**config.mk**
```make
export PLATFORM = sky130hd
export DESIGN_NAME = axi_mem_master
export DESIGN_NICKNAME = d
export VERILOG_FILES = /design/src/rtl/axi_mem_master.sv
export SDC_FILE = /design/constraint.sdc
export NUM_CORES = 1
export LEC_CHECK = 0
export ABC_AREA = 1
export CAP_MARGIN = 20
export CORE_ASPECT_RATIO = 1.75
export CORE_MARGIN = 2
export CORE_UTILIZATION = 30
export DETAILED_ROUTE_END_ITERATION = 10
export PLACE_DENSITY = 0.83
export SYNTH_ARGS = -nofsm -noshare
export SYNTH_HDL_FRONTEND = slang
export SYNTH_SLANG_ARGS = --single-unit
```
**constraint.sdc**
```tcl
create_clock -name clk -period 1.7 [get_ports clk]
set_input_delay 0.51 -clock clk [delete_from_list [all_inputs] [get_ports clk]]
set_output_delay 0.51 -clock clk [all_outputs]
set_load 0.05 [all_outputs]
```
**src/rtl/axi_mem_master.sv**
```systemverilog
// rtl/axi_mem_master.sv - single-outstanding AXI4 memory master; burst reads enabled by AXI_MEM_MASTER_BURST_EN
module axi_mem_master #(
    parameter logic [3:0]  AXI_ID  = 4'h0,
    parameter int unsigned MAX_LEN = 3
) (
    input  logic        clk,
    input  logic        reset,
    // client request / response
    input  logic        req_valid,
    output logic        req_ready,
    input  logic        req_wen,
    input  logic [31:0] req_addr,
    input  logic [31:0] req_wdata,
    input  logic [3:0]  req_wstrb,
    input  logic [2:0]  req_size,
    input  logic [1:0]  req_len,
    output logic        resp_valid,
    output logic        resp_last,
    output logic        resp_err,
    output logic [31:0] resp_rdata,
    // AW channel
    output logic        awvalid,
    input  logic        awready,
    output logic [31:0] awaddr,
    output logic [3:0]  awid,
    output logic [7:0]  awlen,
    output logic [2:0]  awsize,
    output logic [1:0]  awburst,
    // W channel
    output logic        wvalid,
    input  logic        wready,
    output logic [31:0] wdata,
    output logic [3:0]  wstrb,
    output logic        wlast,
    // B channel
    input  logic        bvalid,
    output logic        bready,
    input  logic [1:0]  bresp,
    input  logic [3:0]  bid,
    // AR channel
    output logic        arvalid,
    input  logic        arready,
    output logic [31:0] araddr,
    output logic [3:0]  arid,
    output logic [7:0]  arlen,
    output logic [2:0]  arsize,
    output logic [1:0]  arburst,
    // R channel
    input  logic        rvalid,
    output logic        rready,
    input  logic [31:0] rdata,
    input  logic [1:0]  rresp,
    input  logic        rlast,
    input  logic [3:0]  rid
);

    typedef enum logic [2:0] {
        IDLE  = 3'd0,
        RADDR = 3'd1,
        RDATA = 3'd2,
        WADDR = 3'd3,
        WRESP = 3'd4
    } state_e;

    // Largest legal burst length, saturated to what the 2-bit req_len can express
    localparam logic [1:0] MAX_LEN_C = (MAX_LEN > 3) ? 2'd3 : MAX_LEN[1:0];

    state_e      state_q, state_d;
    logic        arvalid_q, awvalid_q, wvalid_q, rready_q, bready_q;
    logic [31:0] addr_q, wdata_q;
    logic [3:0]  wstrb_q;
    logic [2:0]  size_q;
    logic [7:0]  beat_q;

    logic        accept;
    logic        rd_beat;
    logic        rd_final;
    logic        exp_last;
    logic        aw_done, w_done;
    logic        resp_valid_c, resp_last_c, resp_err_c;

    assign accept   = (state_q == IDLE) && req_valid;
    assign rd_beat  = (state_q == RDATA) && rvalid && rready_q;
    assign exp_last = (beat_q == arlen);
    // A channel counts as done once its valid has dropped, or it handshakes this cycle
    assign aw_done  = !awvalid_q || awready;
    assign w_done   = !wvalid_q || wready;

`ifdef AXI_MEM_MASTER_BURST_EN
    logic [1:0] len_q, len_d;
    logic       unused_ids;

    assign len_d = (req_len > MAX_LEN_C) ? MAX_LEN_C : req_len;

    // Clamped burst length captured with the rest of the request
    always_ff @(posedge clk) begin
        if (reset) begin
            len_q <= 2'd0;
        end else if (accept) begin
            len_q <= len_d;
        end
    end

    assign arlen      = {6'b0, len_q};
    assign rd_final   = rlast;
    assign unused_ids = ^{bid, rid};
`else
    logic unused_ids;

    // Single-beat reads only: the first beat always closes the transaction
    assign arlen      = 8'd0;
    assign rd_final   = 1'b1;
    assign unused_ids = ^{bid, rid, req_len, MAX_LEN_C};
`endif

    // Next state and per-beat response generation
    always_comb begin
        state_d      = state_q;
        resp_valid_c = 1'b0;
        resp_last_c  = 1'b0;
        resp_err_c   = 1'b0;
        case (state_q)
            IDLE: begin
                if (req_valid) begin
                    state_d = req_wen ? WADDR : RADDR;
                end
            end
            RADDR: begin
                if (arvalid_q && arready) begin
                    state_d = RDATA;
                end
            end
            RDATA: begin
                if (rd_beat) begin
                    resp_valid_c = 1'b1;
                    resp_last_c  = rd_final;
                    resp_err_c   = (rresp != 2'b00) || (rlast != exp_last);
                    if (rd_final) begin
                        state_d = IDLE;
                    end
                end
            end
            WADDR: begin
                if (aw_done && w_done) begin
                    state_d = WRESP;
                end
            end
            WRESP: begin
                if (bvalid && bready_q) begin
                    resp_valid_c = 1'b1;
                    resp_last_c  = 1'b1;
                    resp_err_c   = (bresp != 2'b00);
                    state_d      = IDLE;
                end
            end
            default: begin
                state_d = IDLE;
            end
        endcase
    end

    // State register and registered AXI handshake outputs
    always_ff @(posedge clk) begin
        if (reset) begin
            state_q   <= IDLE;
            arvalid_q <= 1'b0;
            awvalid_q <= 1'b0;
            wvalid_q  <= 1'b0;
            rready_q  <= 1'b0;
            bready_q  <= 1'b0;
        end else begin
            state_q   <= state_d;
            arvalid_q <= (state_d == RADDR);
            rready_q  <= (state_d == RDATA);
            bready_q  <= (state_d == WRESP);
            if (accept && req_wen) begin
                awvalid_q <= 1'b1;
            end else if (awvalid_q && awready) begin
                awvalid_q <= 1'b0;
            end
            if (accept && req_wen) begin
                wvalid_q <= 1'b1;
            end else if (wvalid_q && wready) begin
                wvalid_q <= 1'b0;
            end
        end
    end

    // Request payload held stable from acceptance until the next request
    always_ff @(posedge clk) begin
        if (reset) begin
            addr_q  <= 32'd0;
            wdata_q <= 32'd0;
            wstrb_q <= 4'd0;
            size_q  <= 3'd0;
        end else if (accept) begin
            addr_q  <= req_addr;
            wdata_q <= req_wdata;
            wstrb_q <= req_wstrb;
            size_q  <= req_size;
        end
    end

    // Read beat counter, restarted for every accepted request
    always_ff @(posedge clk) begin
        if (reset) begin
            beat_q <= 8'd0;
        end else if (accept) begin
            beat_q <= 8'd0;
        end else if (rd_beat) begin
            beat_q <= beat_q + 8'd1;
        end
    end

    assign req_ready  = (state_q == IDLE);
    // Responses are suppressed while reset is held so an abandoned read reports nothing
    assign resp_valid = resp_valid_c && !reset;
    assign resp_last  = resp_last_c && !reset;
    assign resp_err   = resp_err_c && !reset;
    assign resp_rdata = rdata;

    assign awvalid = awvalid_q;
    assign awaddr  = addr_q;
    assign awid    = AXI_ID;
    assign awlen   = 8'd0;
    assign awsize  = size_q;
    assign awburst = 2'b01;

    assign wvalid  = wvalid_q;
    assign wdata   = wdata_q;
    assign wstrb   = wstrb_q;
    assign wlast   = 1'b1;

    assign bready  = bready_q;

    assign arvalid = arvalid_q;
    assign araddr  = addr_q;
    assign arid    = AXI_ID;
    assign arsize  = size_q;
    assign arburst = 2'b01;

    assign rready  = rready_q;

endmodule

```
Word level (Yosys, flattened, before mapping)
Cells that the tools add are included.
W data, S select, Z words.
{"block": "totals", "regBits": 87, "latchBits": 0, "ram_bits": 0, "rom_bits": 0, "out_inout_bits": 176, "wordCells": 61, "mem_count": 0}
{"block": "classes", "n_addsub": 1, "mul": 0, "div": 0, "magnitude_cmp": 0, "n_eq_ne": 8, "shifts": 0, "muxes": 17, "n_bitwise": 0, "n_reduce_logical": 24}
{"op": "$mux W3", "count": 5}
{"op": "$pmux W3 S5", "count": 1}
{"op": "$logic_and A1 B1 Y1", "count": 11}
{"op": "$eq A3 B2 Y1 const B", "count": 3}
{"op": "$add A8 B1 Y8 const B", "count": 1}
{"op": "$logic_not A8 Y1", "count": 1}
{"op": "$mux W1", "count": 8}
{"op": "$reduce_bool A2 Y1", "count": 4}
{"op": "$eq A3 B1 Y1 const B", "count": 2}
{"op": "$eq A3 B3 Y1 const B", "count": 2}
{"op": "$pmux W1 S2", "count": 2}
{"op": "$logic_not A1 Y1", "count": 3}
{"op": "$logic_not A3 Y1", "count": 1}
{"op": "$logic_or A1 B1 Y1", "count": 3}
{"op": "$mux W2", "count": 1}
{"op": "$reduce_or A2 Y1", "count": 1}
{"op": "$ne A1 B1 Y1", "count": 1}

Longest topological paths before layout
Gate-level depths: netlist of run 1.
{"block": "logic_depth", "word_depth": 6, "mapped_depth": 9, "mapped_depth_nobuf": 9}

Worst setup path after synthesis of run 1
OpenSTA, ideal clock, no wires.
{"block": "synth_path", "path_type": "reg2out", "start": "reg rready_q (netlist: rready)", "end": "out resp_err", "arrival_time_ns": 1.915, "t_required_ns": 1.190, "path_slack_ns": -0.725, "stages_incl_launch_ff": 5, "path_buffers": 0, "cell_sequence": "dfxtp_1 -> nand2_1 -> nor2_1 -> nand2_1 -> a21oi_1"}
{"block": "synth_via", "elab_chain_len": 4}
{"item": "from (decl)", "line_no": "69", "source": "logic arvalid_q, awvalid_q, wvalid_q, rready_q, bready_q;"}
{"item": "from (signal assigned)", "line_no": "174", "source": "rready_q <= (state_d == RDATA);"}
{"item": "$logic_and A1 B1 Y1", "line_no": "83", "source": "assign rd_beat = (state_q == RDATA) && rvalid && rready_q;"}
{"item": "$mux W1", "line_no": "134", "source": "if (rd_beat) begin"}
{"item": "$pmux W1 S2", "line_no": "122", "source": "case (state_q)"}
{"item": "$logic_and A1 B1 Y1", "line_no": "219", "source": "assign resp_err = resp_err_c && !reset;"}
{"item": "to (decl)", "line_no": "19", "source": "output logic resp_err,"}
No other way between the ends.

Worst setup path after layout of run 1
{"block": "layout_path", "start": "in rvalid", "end": "out resp_last"}
{"block": "layout_via", "elab_chain_len": 5}
{"item": "from (decl)", "line_no": "49", "source": "input logic rvalid,"}
{"item": "$logic_and A1 B1 Y1 (2 in series)", "line_no": "83"}
{"item": "$mux W1", "line_no": "134"}
{"item": "$pmux W1 S2", "line_no": "122"}
{"item": "$logic_and A1 B1 Y1", "line_no": "218", "source": "assign resp_last = resp_last_c && !reset;"}
{"item": "to (decl)", "line_no": "18", "source": "output logic resp_last,"}
No other way between the ends.

==> results of run 1 <==
final timing paths:
kind | endpoint | from | slack, ns | cells after the start
worst min-delay path | beat_q[6] | beat_q[6] | 0.46 | 2
worst max register to register | araddr[24] | state_q[2] | 0.25 | 9
worst min register to register | beat_q[6] | beat_q[6] | 0.46 | 2
worst max-delay path | resp_last | rvalid | -0.39 | 6
stage by stage:
stage,std cells,worst slack (ns),instance area (um^2)
final,852,-0.388,7300
after global routing,852,-0.495,7300
after CTS,849,-0.391,7250
after detailed placement,833,-0.716,6900
after global placement,833,-0.714,6900
after floorplan,555,-0.0644,4230
power breakdown:
group / internal, uW / switching, uW
Combinational: 1190 / 1410
Clock: 1240 / 812
Sequential: 2200 / 222
registers in the layout, indices dropped and copies added, names as in the netlist:
register / flops
wdata: 32
arvalid: 1
araddr: 32
wstrb: 4
beat_q: 8
awvalid: 1
state_q: 3
rready: 1
bready: 1
arsize: 3
wvalid: 1
cells in the mapped netlist (all sizes together):
cell	instances	area share [%]
buf	113	22
nand4	1	0.15
and2	1	0.15
a21oi	83	10
nor3	3	0.37
conb	2	0.19
a31oi	1	0.15
o21ai	6	0.74
dfxtp	87	43
ha	2	0.62
nand2	173	16
nand3	12	1.5
inv	22	2.0
nor4	1	0.15
nor2	11	1.1
clkbuf	8	0.74
nand3b	1	0.19
o21a	1	0.19
metal layers:
layer | GRT usage [%] | vias up | wire length, um
met1 | 14.1 | 1710 | 3750
met3 | 4.62 | 66 | 784
met5 | 0 | - | 0
met4 | 12.3 | 0 | 853
li1 | - | 1827 | -
met2 | 29.3 | 151 | 6660
worst max-delay path, stage by stage:
cell and delay, ns:
clkdlybuf4s50_1 0.47, nand2_2 0.07, nor2_4 0.11, buf_4 0.12, o21a_4 0.15, buf_12 0.14
logic make-up after synthesis:
logic type | Yosys count | share of synthesized area, %
AOI/OAI and AO/OA | 91 | 11.3
and+or+nand+nor | 203 | 19.9
other | 2 | 0.185
DFF | 87 | 43.0
buffers and inverters | 143 | 25.0
adders and majority gates | 2 | 0.617
area by class of cell:
| type | instances | area [um^2] | area share, % |
|---|---|---|---|
| Timing Repair Buffer | 228 | 3430 | 46.9 |
| Sequential cell | 87 | 1760 | 24.1 |
| Multi-Input combinational cell | 325 | 1500 | 20.5 |
| Clock buffer | 11 | 254 | 3.48 |
| Tap cell | 174 | 218 | 2.98 |
| Inverter | 22 | 82.6 | 1.13 |
| Clock inverter | 5 | 63.8 | 0.874 |
repair_timing:
| action | in CTS | in global routing |
|---|---|---|
| hold buffers | 0 | 0 |
| buffers inserted | 0 | 3 |
| setup endpoints to repair | 4 | 4 |
| pin swaps | 6 | 7 |
| gates resized for setup | 11 | 12 |
==> reports/results.ini, run 1 <==
[pwr]
p_total_uw=7070
p_per_area_nw_per_um2=968
ir_drop_mv=0.688
leakagePower_uw=0.00293

[finish]
nNetsFinal=802
layout-drive-gt1-share_pct=27.7
diodes=0
layout.cells.most_common=nand2_1
postLayoutCoreUtil_pct=54.8
num-fill-cells=1142
final_cell_mix=nand2_1, buf_12, a21oi_1, dfxtp_1, clkdlybuf4s50_1
area_growth_pct=80.1

[sta]
drv_slew=0
holdWs_ns=0.463
fin_crit_sh_pct=123
skew_ns=0.00707
worst_pin_slew_ns=0.743
final.setup.worst_slack_ns=-0.388
fmax_ghz=0.479
fin_crit_ns=2.09
finalHoldViolations=0
rsz0062_at_grt=true
slew_headroom_pct=50.5
finalSetupTns_ns=-1.15
finalSetupViolations=3

[route]
routed_wl_mm=12.1
ant_nets=0
drt-pass1-iter-count=4
drt-initial-drc-count=76
drc=0
wl_per_cell_um=14.1
via_per_inst=4.41
dr_total_vias=3754

[die]
coreArea_um2=13300
ioPinCount=303
fp.dieH_um=158
row_count=56
die_w_um=91.9
die-area_um2=14500
start_util_pct=30.4

[clocking]
cts_made_buffers=9
cts_max_level=3
clock-sinks=87
clk_latency_ns=0.33
clockBufferDepth=2
clkTransAtPathRegs_ns=0.06
cts_tree=built
cts-root-buf=clkbuf_16

[worst_setup_path]
startpoint_type=input port
worst-setup-path-type=input port to output port
crit_fanout=3
cp.required_ns=1.19
end_kind=output port
crit_arrival_ns=1.58

[outcome]
violations=setup timing
outcome=finished, violations left

[yosys]
yosys_warnings=0
seq_area_frac_synth_pct=43.0
synth_area_um2=4050
avgSynthCellArea_um2=7.68
ys_types=24
synthCells=528
synth-seq-cells=87

[grt]
track_usage_pct=15.8
grt-ovfl-total=0
grt_max_degree=72
grt_pass1_wl_mm=17.8
grt_pass1_vias=3630
antenna_found_initial=0

[worst_hold_path]
hp-class=flop to flop

[place]
place_hpwl_mm=9.48
place.port_buffers=199
gp_congestion=0.811

[flow_run]
max-cap-violations=0

No activity file was read; power rests on OpenSTA's default activity.
==> run 2, diff against run 1 <==
clock period = 2.6 ns   (was 1.7 ns; I/O delays follow)
==> run 2 against run 1 <==
Compared with the run above: the flow now finishes without violations; highest routed layer unchanged; sequential share of layout area is 5.8 points higher; largest power group is now sequential cells; clock power is 44% lower; largest cell class unchanged; clock skew hardly changed; combinational power is 49% lower; non-clock buffer count is 21 lower.
==> reports/results.ini, run 2 (synthesis gave the netlist of run 1 again) <==
[worst_hold_path]
hp-class=flop to flop
min-delay-start=wdata[8]
whs_path_depth=2  ; unchanged

[place]
preCtsSetupSlack_ns=-0.329  ; +0.387 ns
place_hpwl_mm=7.83  ; -17%
place.port_buffers=199  ; unchanged
gp_congestion=0.778  ; -4.1%

[sta]
slew_headroom_pct=56.8  ; +6.3 points
fmax_ghz=0.397
final.setup.worst_slack_ns=0.0811  ; +0.469 ns
rsz0062_at_grt=false
skew_ns=0.00742  ; +0.000347 ns
worst_pin_slew_ns=0.648  ; -0.0950 ns
finalHoldViolations=0  ; unchanged
fin_crit_ns=2.52
drv_slew=0  ; unchanged
fin_crit_sh_pct=96.9
finalSetupViolations=0  ; -3

[finish]
layout.cells.most_common=clkdlybuf4s50_1
diodes=0  ; unchanged
area_growth_pct=43.7
final_cell_mix=clkdlybuf4s50_1, nand2_1, dfxtp_1, a21oi_1, conb_1
nNetsFinal=781  ; -2.6%
postLayoutCoreUtil_pct=43.8  ; -11 points
num-fill-cells=1309  ; +15%
layout-drive-gt1-share_pct=5.95  ; -22 points

[worst_setup_path]
startpoint=bvalid
end_kind=output port
startpoint_type=input port
r2r-start=state_q[0]
cp.required_ns=1.82  ; +0.63 ns
rr_worst_depth=9  ; unchanged
crit_arrival_ns=1.74  ; +0.16 ns
path_delay_family=buffers and inverters
cp_cell_sequence=clkdlybuf4s15_2, nand2_2, nor4_2, buf_4, o21ai_1, a21oi_2, buf_12
crit_fanout=2  ; -1
cp.depth=7  ; +1
crit_buf_inv=3  ; unchanged
worst_path_max_delay_cell=clkdlybuf4s15_2
critPathMaxStageDelay_ns=0.19  ; -0.28 ns
worst-setup-path-type=input port to output port

[die]
coreArea_um2=13300  ; unchanged
die_w_um=91.9  ; unchanged
fp.dieH_um=158  ; unchanged
row_count=56  ; unchanged
ioPinCount=303  ; unchanged
start_util_pct=30.4  ; unchanged
die-area_um2=14500  ; unchanged

[route]
via_per_inst=4.29  ; -2.6%
routed_wl_mm=10.7  ; -11%
drc=0  ; unchanged
ant_nets=0  ; unchanged
drt-pass1-iter-count=4  ; unchanged
dr_total_vias=3559  ; -5.2%
wl_per_cell_um=12.9  ; -8.8%
drt-initial-drc-count=98  ; +29%

[pwr]
ir_drop_mv=0.313  ; -54%
swShare_pct=36.7  ; +2.2 points
power.share.sequential_pct=37.8  ; +3.6 points
pwr-share-comb_pct=33.5  ; -3.3 points
internal_power_uw=2510  ; -46%
power_switching_uw=1460  ; -40%
leakagePower_uw=0.00223  ; -24%
p_clk_share_pct=28.6  ; -0.4 points
p_total_uw=3970  ; -44%
p_per_area_nw_per_um2=682  ; -30%

[grt]
antenna_found_initial=0  ; unchanged
track_usage_pct=13.9  ; -1.9 points
grt_pass1_vias=3095  ; -15%
grt_max_degree=74  ; +2.8%
grt_pass1_wl_mm=15.8  ; -11%
grt-ovfl-total=0  ; unchanged

[clocking]
clk_latency_ns=0.33  ; about the same
cts_max_level=3  ; unchanged
cts_tree=built
cts_made_buffers=9  ; unchanged
cts-root-buf=clkbuf_16
clockBufferDepth=2  ; unchanged
clkTransAtPathRegs_ns=0.06  ; about the same
clock-sinks=87  ; unchanged

[flow_run]
max-cap-violations=0  ; unchanged

[outcome]
outcome=finished, final reports clean

==> run 2: repair_timing <==
action | CTS | global route
buffers inserted | 0 | 0
hold buffers | 0 | 0
pin swaps | 6 | 2
gates resized for setup | 9 | 2
setup endpoints to repair | 3 | 1
==> run 2: power groups by stage <==
| stage | sequential, uW | clock (uW) | combinational (uW) |
|---|---|---|---|
| 6_report | 1500 | 1140 | 1330 |
| 5_1_grt | 1520 | 1240 | 1410 |
| 4_1_cts | 1500 | 1190 | 1340 |
| 3_5_place_dp | 1530 | 0 | 1340 |
| 3_3_place_gp | 1530 | 0 | 1330 |
| 2_1_floorplan | 1860 | 0 | 787 |
==> run 2: final cells by class <==
type,instances,area (um^2),area share (%)
well taps,174,218,3.74
repair buffers,207,2110,36.2
clock buffers,10,229,3.93
inverters,22,82.6,1.42
clock inverters,4,25.0,0.430
flip-flops and latches,87,1740,29.9
multi-input cells,325,1420,24.3
==> run 2: layer usage <==
layer | vias up | wire (um) | share of wire [%] | global-route usage, %
met4 | 0 | 520 | 4.9 | 9.45
met2 | 150 | 5620 | 53 | 24.9
met1 | 1582 | 3820 | 36 | 14.3
met3 | 44 | 728 | 6.8 | 2.90
met5 | - | 0 | 0 | 0
li1 | 1783 | - | - | -
==> run 2: worst register-to-register path, stage by stage, from the launching register on <==
cell and delay, ns:
dfxtp_1 0.34, nor2_2 0.13, nand2_1 0.07, inv_1 0.09
nand2_2 0.08, inv_2 0.19, buf_12 0.21, nand2_1 0.14
nand3_1 0.12, nor2_1 0.04
==> run 2: worst paths after layout <==
kind | end | slack, ns
setup reg to reg | arvalid | 1.10
hold reg to reg | wdata[8] | 0.46
hold / removal | wdata[8] | 0.46
setup / recovery | resp_err | 0.08
==> run 2: metrics by stage <==
stage          cells  setup TNS [ns]  hold slack (ns)  area (um^2)
2_1_floorplan    555               0            0.436         4160
3_3_place_gp     815          -0.640            0.447         5560
3_5_place_dp     815          -0.718            0.456         5560
4_1_cts          829               0            0.466         5820
5_1_grt          829               0            0.479         5820
6_report         829               0            0.462         5820
==> run 3, diff against run 2 <==
==> constraint.sdc (replaced) <==
create_clock -name clk -period 2.6 [get_ports clk]
set_input_delay 0.78 -clock clk [delete_from_list [all_inputs] [get_ports clk]]
set_output_delay 0.78 -clock clk [all_outputs]
set_load 0.01 [all_outputs]
==> run 3 against run 2 <==
Compared with the run above: clock power rose by 23%; die area did not move; maximum frequency fell by 2.6%; critical endpoint unchanged; largest cell class unchanged; highest routed layer unchanged.
==> reports/results.ini, run 3 (synthesis gave the netlist of run 1 again) <==
[place]
place_area_um2=5530  ; -0.54%
place_hpwl_mm=8.18  ; +4.5%
dp_cells=817  ; +0.25%
gp_congestion=0.873  ; +12%
place.port_buffers=199  ; unchanged

[clocking]
cts_hold_buf=0  ; unchanged
clkTransAtPathRegs_ns=0.06  ; about the same
cts_tree=built
clock-sinks=87  ; unchanged
clockBufferDepth=2  ; unchanged
clk_latency_ns=0.33  ; about the same
cts-root-buf=clkbuf_16
cts_made_buffers=9  ; unchanged
cts_max_level=3  ; unchanged

[flow_run]
max-cap-violations=0  ; unchanged

[finish]
num-fill-cells=1326  ; +1.3%
layout.cells.most_common=clkdlybuf4s50_1
diodes=0  ; unchanged
design_area_um2=5890  ; +1.1%
area_growth_pct=45.3
final_cell_mix=clkdlybuf4s50_1, nand2_1, dfxtp_1, a21oi_1, conb_1
instances_no_fill=836  ; +0.84%
layout-drive-gt1-share_pct=6.04  ; +0.088 points
nNetsFinal=786  ; +0.64%

[sta]
finalSetupViolations=0  ; unchanged
worst_pin_slew_ns=0.802  ; +0.154 ns
skew_ns=0.0134  ; +0.00598 ns
fin_crit_sh_pct=99.4  ; +2.5 points
finalHoldViolations=0  ; unchanged
fin_crit_ns=2.59  ; +0.0661 ns
fmax_ghz=0.387  ; -2.6%
slew_headroom_pct=46.5  ; -10 points
drv_slew=0  ; unchanged
holdWs_ns=0.458  ; -0.00408 ns

[pwr]
leakagePower_uw=0.00228  ; +2.4%
p_per_area_nw_per_um2=635  ; -6.9%
ir_drop_mv=0.262  ; -17%

[route]
ant_nets=0  ; unchanged
wl_per_cell_um=13.2  ; +2.4%
drt-pass1-iter-count=5  ; +1
dr_total_vias=3596  ; +1.0%
routed_wl_mm=11.0  ; +3.2%
via_per_inst=4.30  ; +0.19%
drt-initial-drc-count=143  ; +46%
drc=0  ; unchanged

[outcome]
outcome=finished, final reports clean

[die]
die-area_um2=14500  ; unchanged
coreArea_um2=13300  ; unchanged
row_count=56  ; unchanged
ioPinCount=303  ; unchanged
start_util_pct=30.4  ; unchanged
die_w_um=91.9  ; unchanged
fp.dieH_um=158  ; unchanged

[worst_setup_path]
startpoint=rvalid
rr_worst_depth=8  ; -1
startpoint_type=input port
worst-setup-path-type=input port to output port
crit_fanout=3  ; +1
crit_arrival_ns=1.81  ; +0.07 ns
end_kind=output port
r2r-start=state_q[0]
cp.required_ns=1.82  ; about the same

[grt]
grt-ovfl-total=0  ; unchanged
antenna_found_initial=0  ; unchanged
grt_pass1_wl_mm=16.4  ; +3.9%
grt_max_degree=78  ; +5.4%
track_usage_pct=14.4  ; +0.55 points
grt_pass1_vias=3308  ; +6.9%

[worst_hold_path]
min-delay-start=beat_q[6]
hp-class=flop to flop
whs_path_depth=2  ; unchanged

[run 3: worst paths after layout]
path / to / slack (ns)
hold / removal: beat_q[6] / 0.46
hold reg to reg: beat_q[6] / 0.46
setup / recovery: resp_err / 0.01
setup reg to reg: wdata[13] / 1.05
[run 3: stage by stage]
step	TNS [ns]	power (uW)	utilization (%)	setup WS, ns
finish	0	3740	44.2	0.0150
floorplan	0	2050	-	0.334
CTS	0	3800	44.1	0.00538
global placement	-1.44	2350	41.5	-0.583
detailed placement	-1.46	2370	41.5	-0.603
global route	-0.0413	3930	44.2	-0.0413
[run 3: final cells by class]
type / instances / area [um^2] / area share, %
multi-input combinational: 325 / 1430 / 24.2
timing repair buffer: 212 / 2100 / 35.6
sequential: 87 / 1740 / 29.6
clock inverter: 4 / 77.6 / 1.32
clock buffer: 12 / 246 / 4.19
tap: 174 / 218 / 3.70
inverter: 22 / 82.6 / 1.40
[run 3: critical path, cell delays in order]
cell	delay [ns]
clkdlybuf4s50_1	0.48
nand2_2	0.08
nor2_4	0.11
nand2_1	0.07
a21oi_1	0.14
buf_2	0.14
[run 3: metal layers]
metal  share of wire [%]  vias up  GRT usage, %
li1                    -     1793             -
met1                  38     1620          15.7
met2                  53      133          25.5
met3                 4.7       50          2.95
met4                 4.4        0          8.81
met5                   0        -             0
[run 3: what timing repair did]
item,in CTS,in global routing
setup endpoints to repair,3,3
resized for setup,18,3
buffers inserted,2,1
pin swaps,3,2
[run 3: where the power goes]
| group | internal [uW] | switching (uW) |
|---|---|---|
| clock | 875 | 525 |
| sequential | 1440 | 72.4 |
| combinational | 447 | 383 |
